<file path="config.mk">
export PLATFORM = sky130hd
export DESIGN_NAME = cpu_bus_arbiter
export DESIGN_NICKNAME = d
export VERILOG_FILES = /design/src/rtl/cpu_bus_arbiter.sv
export SDC_FILE = /design/constraint.sdc
export NUM_CORES = 1
export LEC_CHECK = 0
export BUFFER_PORTS_ARGS = -buffer_cell sky130_fd_sc_hd__buf_4
export CORE_MARGIN = 5
export CORE_UTILIZATION = 43
export DETAILED_ROUTE_END_ITERATION = 8
export GPL_TIMING_DRIVEN = 0
export PLACE_DENSITY = 0.74
export SLEW_MARGIN = 20
export SYNTH_ARGS = -nofsm -noshare
export SYNTH_HDL_FRONTEND = slang
export SYNTH_SLANG_ARGS = --single-unit
</file>
<file path="constraint.sdc">
create_clock -name i_clock -period 2.2 [get_ports i_clock]
set_input_delay 0.44 -clock i_clock [delete_from_list [all_inputs] [get_ports i_clock]]
set_output_delay 0.44 -clock i_clock [all_outputs]
set_load 0.02 [all_outputs]
</file>
<file path="src/rtl/cpu_bus_arbiter.sv">
// cpu_bus_arbiter: shares one memory bus between fetch (read-only) and load/store, data first with a fetch anti-starvation limit.
// Optional bus timeout enabled by defining CPU_BUS_TIMEOUT_EN.
module cpu_bus_arbiter #(
  parameter int DATA_STREAK_MAX = 4,
  parameter int TIMEOUT_CYCLES  = 255
) (
  input  logic        i_clock,
  input  logic        i_reset,
  input  logic        i_fetch_request,
  input  logic [31:0] i_fetch_address,
  output logic        o_fetch_ready,
  output logic [31:0] o_fetch_data,
  output logic        o_fetch_error,
  input  logic        i_data_request,
  input  logic        i_data_rw,
  input  logic [31:0] i_data_address,
  input  logic [31:0] i_data_wdata,
  output logic        o_data_ready,
  output logic [31:0] o_data_rdata,
  output logic        o_data_error,
  output logic        o_bus_request,
  output logic        o_bus_rw,
  output logic [31:0] o_bus_address,
  output logic [31:0] o_bus_wdata,
  input  logic        i_bus_ready,
  input  logic [31:0] i_bus_rdata
);
  localparam int SW = $clog2(DATA_STREAK_MAX + 1);
  typedef enum logic [1:0] {IDLE, ACTIVE, DONE} state_t;
  state_t state_q;
  logic [SW-1:0] streak_q, streak_d;
  logic owner_data_q, pick_data;
  logic bus_req_q, bus_rw_q, fready_q, dready_q;
  logic [31:0] addr_q, wdata_q, fdata_q, drdata_q;
  always_comb begin
    pick_data = i_data_request && (!i_fetch_request || streak_q != SW'(DATA_STREAK_MAX));
    streak_d  = (pick_data && i_fetch_request) ? streak_q + 1'b1 : '0;
  end
  assign o_bus_request = bus_req_q;
  assign o_bus_rw      = bus_rw_q;
  assign o_bus_address = addr_q;
  assign o_bus_wdata   = wdata_q;
  assign o_fetch_ready = fready_q;
  assign o_fetch_data  = fdata_q;
  assign o_data_ready  = dready_q;
  assign o_data_rdata  = drdata_q;
`ifdef CPU_BUS_TIMEOUT_EN
  localparam int TW = $clog2(TIMEOUT_CYCLES + 1);
  logic [TW-1:0] tcnt_q;
  logic ferr_q, derr_q, timeout;
  assign timeout       = tcnt_q == TW'(TIMEOUT_CYCLES - 1);
  assign o_fetch_error = ferr_q;
  assign o_data_error  = derr_q;
`else
  assign o_fetch_error = 1'b0;
  assign o_data_error  = 1'b0;
`endif
  always_ff @(posedge i_clock or negedge i_reset)
    if (!i_reset) begin
      state_q      <= IDLE;
      streak_q     <= '0;
      owner_data_q <= 1'b0;
      bus_req_q    <= 1'b0;
      bus_rw_q     <= 1'b0;
      addr_q       <= '0;
      wdata_q      <= '0;
      fready_q     <= 1'b0;
      dready_q     <= 1'b0;
      fdata_q      <= '0;
      drdata_q     <= '0;
`ifdef CPU_BUS_TIMEOUT_EN
      tcnt_q       <= '0;
      ferr_q       <= 1'b0;
      derr_q       <= 1'b0;
`endif
    end else begin
      case (state_q)
        IDLE: if (i_fetch_request || i_data_request) begin
          state_q      <= ACTIVE;
          bus_req_q    <= 1'b1;
          owner_data_q <= pick_data;
          bus_rw_q     <= pick_data && i_data_rw;
          addr_q       <= pick_data ? i_data_address : i_fetch_address;
          wdata_q      <= pick_data ? i_data_wdata : '0;
          streak_q     <= streak_d;
`ifdef CPU_BUS_TIMEOUT_EN
          tcnt_q       <= '0;
`endif
        end
        ACTIVE: if (i_bus_ready) begin
          state_q   <= DONE;
          bus_req_q <= 1'b0;
          if (owner_data_q) begin
            dready_q <= 1'b1;
            if (!bus_rw_q) drdata_q <= i_bus_rdata;
          end else begin
            fready_q <= 1'b1;
            fdata_q  <= i_bus_rdata;
          end
        end
`ifdef CPU_BUS_TIMEOUT_EN
        else if (timeout) begin
          // abort: report error to the owner and return zeroed read data
          state_q   <= DONE;
          bus_req_q <= 1'b0;
          if (owner_data_q) begin
            dready_q <= 1'b1;
            derr_q   <= 1'b1;
            if (!bus_rw_q) drdata_q <= '0;
          end else begin
            fready_q <= 1'b1;
            ferr_q   <= 1'b1;
            fdata_q  <= '0;
          end
        end else tcnt_q <= tcnt_q + 1'b1;
`endif
        default: begin
          state_q  <= IDLE;
          fready_q <= 1'b0;
          dready_q <= 1'b0;
`ifdef CPU_BUS_TIMEOUT_EN
          ferr_q   <= 1'b0;
          derr_q   <= 1'b0;
`endif
        end
      endcase
    end
endmodule

</file>
==> results.toml <==
[finish]
final_net_count = 862
num-fill-cells = 1006
syn2layout_area_growth_pct = 48.5
final_layout_size_suffix_gt1_share_pct = 55.6
layout.cells.non_filler = 914
diodes = 0

[placement]
place_congestion = 0.841
dp_hpwl_um = 13300
place_inst = 882
portBuffers = 264

[floorplan]
die_h_um = 127
initial_utilization_pct = 44.1
fp.dieW_um = 127
pin_count = 268
dieArea_um2 = 16100
core_area_um2 = 13300
rows = 42

[global_routing]
grt_pass1_wl_um = 27500
overflow = 0
grt_antenna_before_repair = 0
grt_pass1_vias = 5187
grt_max_degree = 75
grt_util_all_layers_pct = 21.5

[critical_path]
slowest_stage = "dfrtp_1"
cp_cell_sequence = "inv_1 -> ha_1 -> nand3_1 -> and2_1 -> clkbuf_1 -> buf_2 -> o221ai_1"
critPathMaxFanout = 10
startpoint_type = "flop"
worstSetupPathType = "reg -> reg"
end_kind = "flop"
critical_path.top_delay_family = "buffers and inverters"
critPathArrivalTime_ps = 2140
worstPathRequired_ps = 2470
max_stage_delay_ps = 350
critPathBufInv = 3

[clock_network]
htreeDepth = 4
cts_resized = 0
cts_buffer_depth = 2
cts-root-buf = "clkbuf_16"
clk_latency_ps = 410
cts_hold_buf = 1
clkTransAtPathRegs_ps = 60
cts_buffers = 17
cts_tree = "built"
postCtsSetupBuffers = 0
cts.sinks = 138

[yosys]
synth_seq_area_share_pct = 58.9
ys_ff_latch = 138
synth_edf_count = 0
yosysWarnings = 0
syn_avg_cell_area_um2 = 13.3
synth_area_um2 = 5860
synthArstFlopShare_pct = 100
syn_inst = 440
synth_cell_types = 35
ys.flop_type = "dfrtp_1"

[sta]
worst_pin_slew_ps = 504
setup_tns_ps = 0
worst_hold_slack_ps = 243
relSlewSlack_pct = 66.4
fmax_mhz = 535
hold_viol = 0
rsz0062_at_grt = "no"
slew_violations = 0
setup_viol = 0
skew_ps = 5.89
period_share_pct = 85.0
period_needed_ps = 1870

[power_and_ir_drop]
p_per_area_nw_per_um2 = 1600
ir_drop_mv = 0.647
p_total_mw = 13.9
p_leak_nw = 4.21

[drt]
vias_per_cell = 5.23
via_count = 4777
drc_errors = 0
final_antenna_net_count = 0
drt_iter0_markers = 269
routed_wl_um = 17100
dr.pass1.iters = 6
wl_per_cell_um = 18.7

[outcome]
status = "finished, final reports clean"

[min_path]
min_path_type = "in -> reg"

[run]
drv_cap = 0
==> report_power, final <==
group	total (mW)	internal, mW	switching, mW
clock network	2.85	1.81	1.05
logic	6.58	3.05	3.53
registers	4.50	3.77	0.734
==> Yosys cell counts, types with 2 or more instances <==
library cell	n	area [um2]
a22o_1	33	289
a31oi_1	2	12.5
buf_2	14	70.1
buf_4	7	52.6
buf_6	6	67.6
clkbuf_1	13	48.8
dfrtp_1	138	3450
ha_1	2	25.0
inv_1	38	143
mux2_1	7	78.8
mux2_2	57	642
nand2_1	3	11.3
nand3_1	34	170
nand4_1	33	206
nor2_1	3	11.3
o221ai_1	4	35.0
o221ai_2	28	420
==> stage by stage <==
step | utilization, % | setup WS (ps) | cell area, um2
after detailed placement | 60.9 | 306 | 8100
after global placement | 60.7 | 195 | 8070
final | 65.5 | 330 | 8700
after CTS | 65.5 | 289 | 8700
after floorplan | - | 642 | 5860
after global routing | 65.5 | 185 | 8700
==> metal layers <==
| layer | track usage, % | vias to the layer above | part of all wire [%] |
|---|---|---|---|
| li1 | - | 2197 | - |
| met1 | 25.6 | 2342 | 39 |
| met2 | 35.7 | 214 | 49 |
| met3 | 8.62 | 24 | 10 |
| met4 | 6.62 | 0 | 1.4 |
| met5 | 0 | - | 0 |
==> path summary, 6_finish.rpt <==
path	depth (start not counted)	end	slack (ps)	start
hold reg to reg	2	o_bus_request	480	o_bus_request
setup reg to reg	7	o_bus_address[3]	330	streak_q[0]
hold / removal	2	state_q[0]	240	i_bus_ready
min in group asynchronous	2	o_fetch_data[22]	590	i_reset
setup / recovery	7	o_bus_address[3]	330	streak_q[0]
max in group asynchronous	3	o_bus_wdata[20]	900	i_reset
==> cell families (layout without fill, tap and decap cells) <==
| group | after synthesis | count (layout) | synth area share [%] |
|---|---|---|---|
| multiplexers | 65 | 65 | 12.5 |
| other | 1 | 2 | 0.0640 |
| AO/OA/AOI/OAI | 72 | 72 | 13.5 |
| flip-flops | 138 | 138 | 58.9 |
| AND/OR/NAND/NOR | 83 | 83 | 8.05 |
| buffers and inverters | 79 | 376 | 6.58 |
| adder cells (fa/ha/maj) | 2 | 2 | 0.427 |
==> cell type report <==
| cell class | count | area, um2 | share of cell area [%] |
|---|---|---|---|
| sequential | 138 | 3450 | 39.7 |
| timing repair buffer | 266 | 2030 | 23.3 |
| multi-input combinational | 224 | 2020 | 23.3 |
| clock buffer | 20 | 447 | 5.13 |
| buffer | 41 | 243 | 2.79 |
| tap | 176 | 220 | 2.53 |
| clock inverter | 11 | 146 | 1.68 |
| inverter | 38 | 143 | 1.64 |
==> sequential cells by signal, indices dropped and copies added (netlist names) <==
register and count:
o_bus_address 32, streak_q 3, state_q 2, o_bus_wdata 32
o_data_ready 1, o_bus_rw 1, o_fetch_ready 1, o_fetch_data 32
o_data_rdata 32, owner_data_q 1, o_bus_request 1
==> cells in the final DEF, fill, tap and decap left out, types with 2 or more instances in the layout <==
cell          n
clkinv_4      2
nor2_1        3
clkinv_2      3
buf_2        14
nand2_1       3
conb_1        2
nand3_1      34
bufinv_16     3
o221ai_1      4
buf_6         6
buf_4       270
a31oi_1       2
clkbuf_16    17
a22o_1       33
clkbuf_1     15
o221ai_2     28
mux2_2       57
inv_1        38
ha_1          2
nand4_1      33
dfrtp_1     138
mux2_1        7
clkinvlp_4    2
No activity file was read; power rests on OpenSTA's default activity.
